[config.mk]
export PLATFORM = sky130hd
export DESIGN_NAME = prog_loader
export DESIGN_NICKNAME = d
export VERILOG_FILES = /design/src/rtl/prog_loader.sv
export SDC_FILE = /design/constraint.sdc
export NUM_CORES = 1
export LEC_CHECK = 0
export CAP_MARGIN = 10
export CORE_ASPECT_RATIO = 1.5
export CORE_UTILIZATION = 46
export DETAILED_ROUTE_END_ITERATION = 8
export GPL_TIMING_DRIVEN = 0
export HOLD_SLACK_MARGIN = 0.12
export PLACE_DENSITY = 0.66
export RECOVER_POWER = 100
export SLEW_MARGIN = 20
export SYNTH_ARGS = -nofsm -noshare
export SYNTH_HDL_FRONTEND = slang
export SYNTH_SLANG_ARGS = --single-unit
[constraint.sdc]
create_clock -name i_clk -period 2.7 [get_ports i_clk]
set_clock_uncertainty 0.05 [all_clocks]
set_input_delay 0.54 -clock i_clk [delete_from_list [all_inputs] [get_ports i_clk]]
set_output_delay 0.54 -clock i_clk [all_outputs]
set_load 0.1 [all_outputs]
[src/rtl/prog_loader.sv]
// Framed byte-stream loader: assembles little-endian words from a valid/ready
// byte stream and writes them to instruction or data memory, holding the core in reset.
module prog_loader #(
  parameter int ADDR_W  = 10,
  parameter int TIMEOUT = 1024
) (
  input  logic              i_clk,
  input  logic              i_reset,
  input  logic [7:0]        i_rx_data,
  input  logic              i_rx_valid,
  output logic              o_rx_ready,
  output logic              o_imem_we,
  output logic              o_dmem_we,
  output logic [ADDR_W-1:0] o_mem_addr,
  output logic [31:0]       o_mem_wdata,
  output logic              o_cpu_hold,
  output logic              o_busy,
  output logic              o_done,
  output logic              o_err
);

  // state     | meaning
  // S_IDLE    | waiting for a command byte
  // S_ADDR_LO | expecting start address low byte
  // S_ADDR_HI | expecting start address high byte (range checked)
  // S_CNT_LO  | expecting word count low byte
  // S_CNT_HI  | expecting word count high byte
  // S_DATA    | collecting the 4 bytes of a word
  // S_WRITE   | one-cycle memory write strobe
  // S_DONE    | one-cycle completion pulse
  typedef enum logic [2:0] {
    S_IDLE, S_ADDR_LO, S_ADDR_HI, S_CNT_LO, S_CNT_HI, S_DATA, S_WRITE, S_DONE
  } state_t;

  localparam int TW = $clog2(TIMEOUT);

  state_t            r_state;
  state_t            w_next;
  logic              r_sel_d;
  logic [7:0]        r_lo;
  logic [ADDR_W-1:0] r_addr;
  logic [15:0]       r_cnt;
  logic [1:0]        r_idx;
  logic [31:0]       r_word;
  logic [ADDR_W-1:0] r_mem_addr;
  logic [31:0]       r_mem_wdata;
  logic [TW-1:0]     r_idle;
  logic              r_err;

  logic        w_ready_st;
  logic        w_accept;
  logic        w_cmd_ok;
  logic [15:0] w_hi_lo;
  logic        w_addr_bad;
  logic        w_counting;
  logic        w_timeout;

  assign w_ready_st = (r_state != S_WRITE) && (r_state != S_DONE);
  assign o_rx_ready = w_ready_st && !i_reset;
  assign w_accept   = i_rx_valid && o_rx_ready;
  assign w_cmd_ok   = (i_rx_data == 8'hA1) || (i_rx_data == 8'hA2);
  assign w_hi_lo    = {i_rx_data, r_lo};
  assign w_addr_bad = (w_hi_lo >> ADDR_W) != 16'd0;
  assign w_counting = r_state inside {S_ADDR_LO, S_ADDR_HI, S_CNT_LO, S_CNT_HI, S_DATA};
  assign w_timeout  = w_counting && !w_accept && (r_idle == '0);

  always_ff @(posedge i_clk) begin
    if (i_reset) r_state <= S_IDLE;
    else         r_state <= w_next;
  end

  always_comb begin
    w_next    = r_state;
    o_imem_we = 1'b0;
    o_dmem_we = 1'b0;
    o_done    = 1'b0;
    o_busy    = (r_state != S_IDLE);
    unique case (r_state)
      S_IDLE:    if (w_accept && w_cmd_ok) w_next = S_ADDR_LO;
      S_ADDR_LO: if (w_accept) w_next = S_ADDR_HI;
      S_ADDR_HI: if (w_accept) w_next = w_addr_bad ? S_IDLE : S_CNT_LO;
      S_CNT_LO:  if (w_accept) w_next = S_CNT_HI;
      S_CNT_HI:  if (w_accept) w_next = (w_hi_lo == 16'd0) ? S_DONE : S_DATA;
      S_DATA:    if (w_accept && r_idx == 2'd3) w_next = S_WRITE;
      S_WRITE: begin
        o_imem_we = !r_sel_d;
        o_dmem_we = r_sel_d;
        w_next    = (r_cnt == 16'd1) ? S_DONE : S_DATA;
      end
      S_DONE: begin
        o_done = 1'b1;
        w_next = S_IDLE;
      end
      default: w_next = S_IDLE;
    endcase
    if (w_timeout) w_next = S_IDLE;
  end

  assign o_cpu_hold  = o_busy;
  assign o_err       = r_err;
  assign o_mem_addr  = r_mem_addr;
  assign o_mem_wdata = r_mem_wdata;

  always_ff @(posedge i_clk) begin
    if (i_reset) begin
      r_sel_d     <= 1'b0;
      r_lo        <= '0;
      r_addr      <= '0;
      r_cnt       <= '0;
      r_idx       <= '0;
      r_word      <= '0;
      r_mem_addr  <= '0;
      r_mem_wdata <= '0;
      r_idle      <= TW'(TIMEOUT - 1);
      r_err       <= 1'b0;
    end else begin
      // Idle timer reloads on any accepted byte and runs down only inside a frame.
      if (w_accept)
        r_idle <= TW'(TIMEOUT - 1);
      else if (w_counting && r_idle != '0)
        r_idle <= r_idle - 1'b1;
      if (w_timeout) r_err <= 1'b1;

      unique case (r_state)
        S_IDLE: if (w_accept) begin
          if (w_cmd_ok) begin
            r_err   <= 1'b0;
            r_sel_d <= (i_rx_data == 8'hA2);
          end else begin
            r_err <= 1'b1;
          end
        end
        S_ADDR_LO: if (w_accept) r_lo <= i_rx_data;
        S_ADDR_HI: if (w_accept) begin
          if (w_addr_bad) r_err <= 1'b1;
          else            r_addr <= ADDR_W'(w_hi_lo);
        end
        S_CNT_LO: if (w_accept) r_lo <= i_rx_data;
        S_CNT_HI: if (w_accept) begin
          r_cnt <= w_hi_lo;
          r_idx <= 2'd0;
        end
        S_DATA: if (w_accept) begin
          r_word[{r_idx, 3'b000} +: 8] <= i_rx_data;
          r_idx <= r_idx + 2'd1;
          if (r_idx == 2'd3) begin
            r_mem_wdata <= {i_rx_data, r_word[23:0]};
            r_mem_addr  <= r_addr;
          end
        end
        S_WRITE: begin
          r_addr <= r_addr + 1'b1;
          r_cnt  <= r_cnt - 16'd1;
        end
        default: ;
      endcase
    end
  end

endmodule

# [Word-level counts from Yosys, hierarchy flattened]
# Index checks and enable logic that the tools add are counted.
[classes] mux=28 n_reduce_logical=33 eq_ne=21 addsub=5 shift=2
[ops] operator="bitwise mux 32 bit" n=1
[ops] operator="one-hot mux 16 bit (2 select lines)" n=1
[ops] operator="variable shift 8 x 7 -> 32 bit (first input constant)" n=1
[ops] operator="indexed part select 8 x 7 -> 32 bit" n=1
[ops] operator="one-hot mux 3 bit (8 select lines)" n=1
[ops] operator="2-to-1 mux 10 bit" n=2
[ops] operator="one-hot mux 10 bit (2 select lines)" n=1
[ops] operator="2-to-1 mux 3 bit" n=6
[ops] operator="equality test 16 x 1 -> 1 bit (second input constant)" n=1
[ops] operator="equality test 8 bit (second input constant)" n=2
[ops] operator="logical NOT 16 bit" n=1
[ops] operator="2-to-1 mux 16 bit" n=1
[ops] operator="nonzero test 16 bit" n=1
[ops] operator="subtractor 16 x 1 -> 16 bit (second input constant)" n=1
[ops] operator="inequality test 2 bit (second input constant)" n=7
[ops] operator="equality test 3 bit (second input constant)" n=4
[ops] operator="AND reduction 3 bit" n=4
[ops] operator="adder 10 x 1 -> 10 bit (second input constant)" n=1
[ops] operator="logical NOT 10 bit" n=1
[ops] operator="2-to-1 mux 2 bit" n=5
[ops] operator="nonzero test 10 bit" n=1
[ops] operator="subtractor 10 x 1 -> 10 bit (second input constant)" n=1
[ops] operator="logical AND 1 bit" n=8
[ops] operator="2-to-1 mux 1 bit" n=8
[ops] operator="other kinds (18)" n=28
[word_totals] input_bits=11 word_cells=100 register_bits=125 output_inout_bits=49

# [Longest topological paths before layout]
# Gate-level depths: netlist of run 1.
[depth] depth_word=11 ltp_mapped=9 ltp_nobuf=7

# [Worst setup path before layout of run 1]
# Ideal clock, no wire load.
[synth_timing] kind="input port to output port" from="in i_reset" to="out o_rx_ready" stages=3 n_path_buf=2 required_ns=2.110 t_arrival_ns=2.372 slack_ns=-0.262 path_cell_list="buf_2 > clkbuf_1 > a21oi_1"
[synth_between] elab_chain_cells=2
[synth_rtl] item="from (decl)" line="8" text="input logic i_reset,"
[synth_rtl] item="logical NOT 1 bit" line="59" text="assign o_rx_ready = w_ready_st && !i_reset;"
[synth_rtl] item="logical AND 1 bit" line="59"
[synth_rtl] item="to (decl)" line="11" text="output logic o_rx_ready,"
# No other way between the ends.

# [Final worst setup path of run 1]
[layout_timing] from="in i_rx_data[6]" to="reg r_addr[9]"
[layout_between] elab_chain_cells=3
[layout_rtl] item="from (decl)" line="9" text="input logic [7:0] i_rx_data,"
[layout_rtl] item="nonzero test 16 bit" line="63" text="assign w_addr_bad = (w_hi_lo >> ADDR_W) != 16'd0;"
[layout_rtl] item="inequality test 2 bit (no source line)"
[layout_rtl] item="AND reduction 3 bit (no source line)"
[layout_rtl] item="to (signal assigned)" line="136" text="else r_addr <= ADDR_W'(w_hi_lo);"
[layout_rtl] item="to (signal assigned)" line="152" text="r_addr <= r_addr + 1'b1;"
[layout_rtl] item="to (decl)" line="41" text="logic [ADDR_W-1:0] r_addr;"
# No other way between the ends.
# A chain may end at the register's enable or synchronous reset.

==> metrics.cfg, run 1 <==
[timing]
tightest_slew_ps=991
final_max_slew_viol_count=0
setup_tns_ps=0
finalCriticalPeriod_ps=2680
maxSlewHeadroom=0.337
period_share=0.994
setup_slack_ps=16.5
rsz0062_at_grt=false
timing.fmax_mhz=373
setup_violations=0
finalHoldViolations=0

[setup_path]
end_kind=flop
reg2reg_depth=7
critPathCapture=r_addr[9]
r2r_setup_slack_ps=410
cp_max_fo=7
slowest_stage=dlygate4sd3_1
crit_cells=6
worstReg2RegEnd=r_cnt[4]
crit_type=in2reg
crit_arrival_ps=2970
cp_cell_sequence=dlygate4sd3_1 -> or4_1 -> nor4_1 -> o21ai_0 -> nor2_1 -> o2bb2ai_1
crit_start=i_rx_data[6]
required_ps=2990
worstSetupStartpointType=input port
crit_family=simple AND/OR/NAND/NOR gates
r2r-start=r_state[1]
cp.buffers_inverters=1
slowest_delay_ps=740

[pwr]
p_leak_uw=0.00238
p_per_area_mw_per_mm2=633
ir_drop_mv=0.451
seq_power_share=0.418
p_clk_frac=0.527
power_uw=4180
switching_share=0.237
pwr-share-comb=0.055
p_sw_uw=991
intPower_uw=3190

[floorplanning]
die_w_um=89.4
dieArea_mm2=0.0119
start_util=0.474
num_rows=47
die_h_um=133
coreArea_mm2=0.0111
io_pins=60

[synth]
synth_area_per_cell_um2=7.77
synth_seq_area_share=0.444
syn_inst=679
yosysTopAreaCell=dfxtp_1
synthDistinctLibCells=64
synth-seq-cells=117
synth_top_area_frac=0.444
synthArstFlopShare=0
synth_nets=700
ys_warn_count=0
synth_edf_count=0
synth_area_leaders=dfxtp_1, nand2_1, a21oi_1
synth_top_flop_cell=dfxtp_1
syn_area_mm2=0.00527

[drt]
postRouteAntennaNets=0
drt_iter0_drc=413
drtPass1Iterations=8
drc=0
finalWirelength_um=15100
wire_per_inst_um=16.5
dr_total_vias=5204
drt-vias-per-instance=5.69

[min_path]
hold_class=in2reg

[clock_network]
htreeDepth=4
cts.sinks=117
clkTransAtPathRegs_ps=50
cts_tree=yes
numCtsBuffers=17
root_buffer=clkbuf_16
clk_latency_ps=410
max-clock-path-buffers=2
cts_hold_buf=0

[status]
status=completed

[layout]
final_cells=915
diodes=0
final_nets=776
area_growth_pct=25.3
final_common_cell=nand2_1
layout-drive-gt1-share=0.0885
final_cell_mix=nand2_1, dfxtp_1, a21oi_1, dlygate4sd3_1, nand3_1

[placement]
placed_cells=878
io_buffers=52
dpl.hpwl_um=10300
gp_congestion=0.915
preCtsSetupSlack_ps=-819

[global_route]
grt_pass1_wl_um=23600
grt_overflow=0
antenna_found_initial=0
grt_max_degree=17
grt_pass1_vias=4726
track_usage=0.260

[run]
maxCapViolations=0

==> worst register-to-register path, cell delays in order (launching register included) <==
cell      delay, ps
dfxtp_1         300
buf_2           160
clkbuf_1        250
o21ai_1         640
clkbuf_1        460
nor2_1          110
a21oi_1         140
nor2_1           50
==> sequential cells by signal (all words and copies together), names as in the netlist <==
| register | cells |
|---|---|
| o_mem_wdata | 32 |
| r_word | 24 |
| r_cnt | 16 |
| o_mem_addr | 10 |
| r_addr | 10 |
| r_idle | 10 |
| r_lo | 8 |
| r_state | 3 |
| r_idx | 2 |
| o_err | 1 |
| r_sel_d | 1 |
==> worst min path at each step <==
stage / from / endpoint / slack [ps] / cells after the start
after floorplan: r_word[12] / r_word[12] / 380 / 2
after global placement: r_word[1] / o_mem_wdata[1] / 390 / 2
after detailed placement: r_word[15] / r_word[15] / 390 / 2
after CTS: i_rx_data[2] / r_lo[2] / 360 / 3
after global routing: i_rx_data[2] / o_mem_wdata[26] / 370 / 3
final: i_rx_data[2] / r_lo[2] / 370 / 3
==> through the flow <==
stage | hold slack [ps] | utilization | instance area [um2]
floorplan | 382 | - | 5280
global placement | 388 | 0.538 | 5980
detailed placement | 395 | 0.538 | 5980
CTS | 363 | 0.591 | 6570
global route | 367 | 0.595 | 6610
finish | 371 | 0.595 | 6610
==> what timing repair did <==
item / in CTS / in global routing
buffers inserted: 0 / 6
setup endpoints to repair: 6 / 2
resized for setup: 29 / 2
pin swaps: 0 / 2
==> routing by layer <==
metal | GRT usage | wire length (um) | up-vias
met5 | 0 | 0 | -
met2 | 0.441 | 7780 | 205
met4 | 0.135 | 524 | 0
met3 | 0.0502 | 755 | 39
met1 | 0.303 | 6000 | 2428
li1 | - | - | 2532
==> logic make-up after synthesis <==
family          count (synthesis)  synth area share
compound gates                166             0.183
xor+xnor                        9            0.0150
fa+ha+maj                      10            0.0237
buf+inv                        59            0.0472
flops                         117             0.444
mux                             1           0.00190
simple gates                  317             0.285
==> power by group through the flow <==
stage	clock [uW]	combinational, uW	sequential [uW]
after detailed placement	0	228	1780
final	2210	228	1750
after global routing	2320	238	1750
after CTS	2230	227	1750
after global placement	0	225	1780
after floorplan	0	146	1790
==> cells in the mapped netlist, types with 8 or more instances <==
master,n
nor4_1,8
dfxtp_1,117
nand2_1,160
nor3_1,12
o21ai_0,22
clkbuf_1,31
nand4_1,8
a21oi_1,105
nand3_1,41
inv_1,13
nor2_1,39
buf_2,9
ha_1,10
xor2_1,8
==> area by class of cell <==
cell class	count	area, um2
multi-input combinational	503	2690
clock inverter	12	128
tap	147	184
sequential	117	2340
buffer	45	209
clock buffer	20	457
fill	982	4510
inverter	13	48.8
timing repair buffer	58	554
Note: power is estimated with default switching activity, not from simulation.
==> run 2, diff against run 1 <==
Settings changed: HOLD_SLACK_MARGIN 0.12 to default.
==> results of run 2 <==
Same layout as run 1: the final DEF is identical, and so are final timing and power.
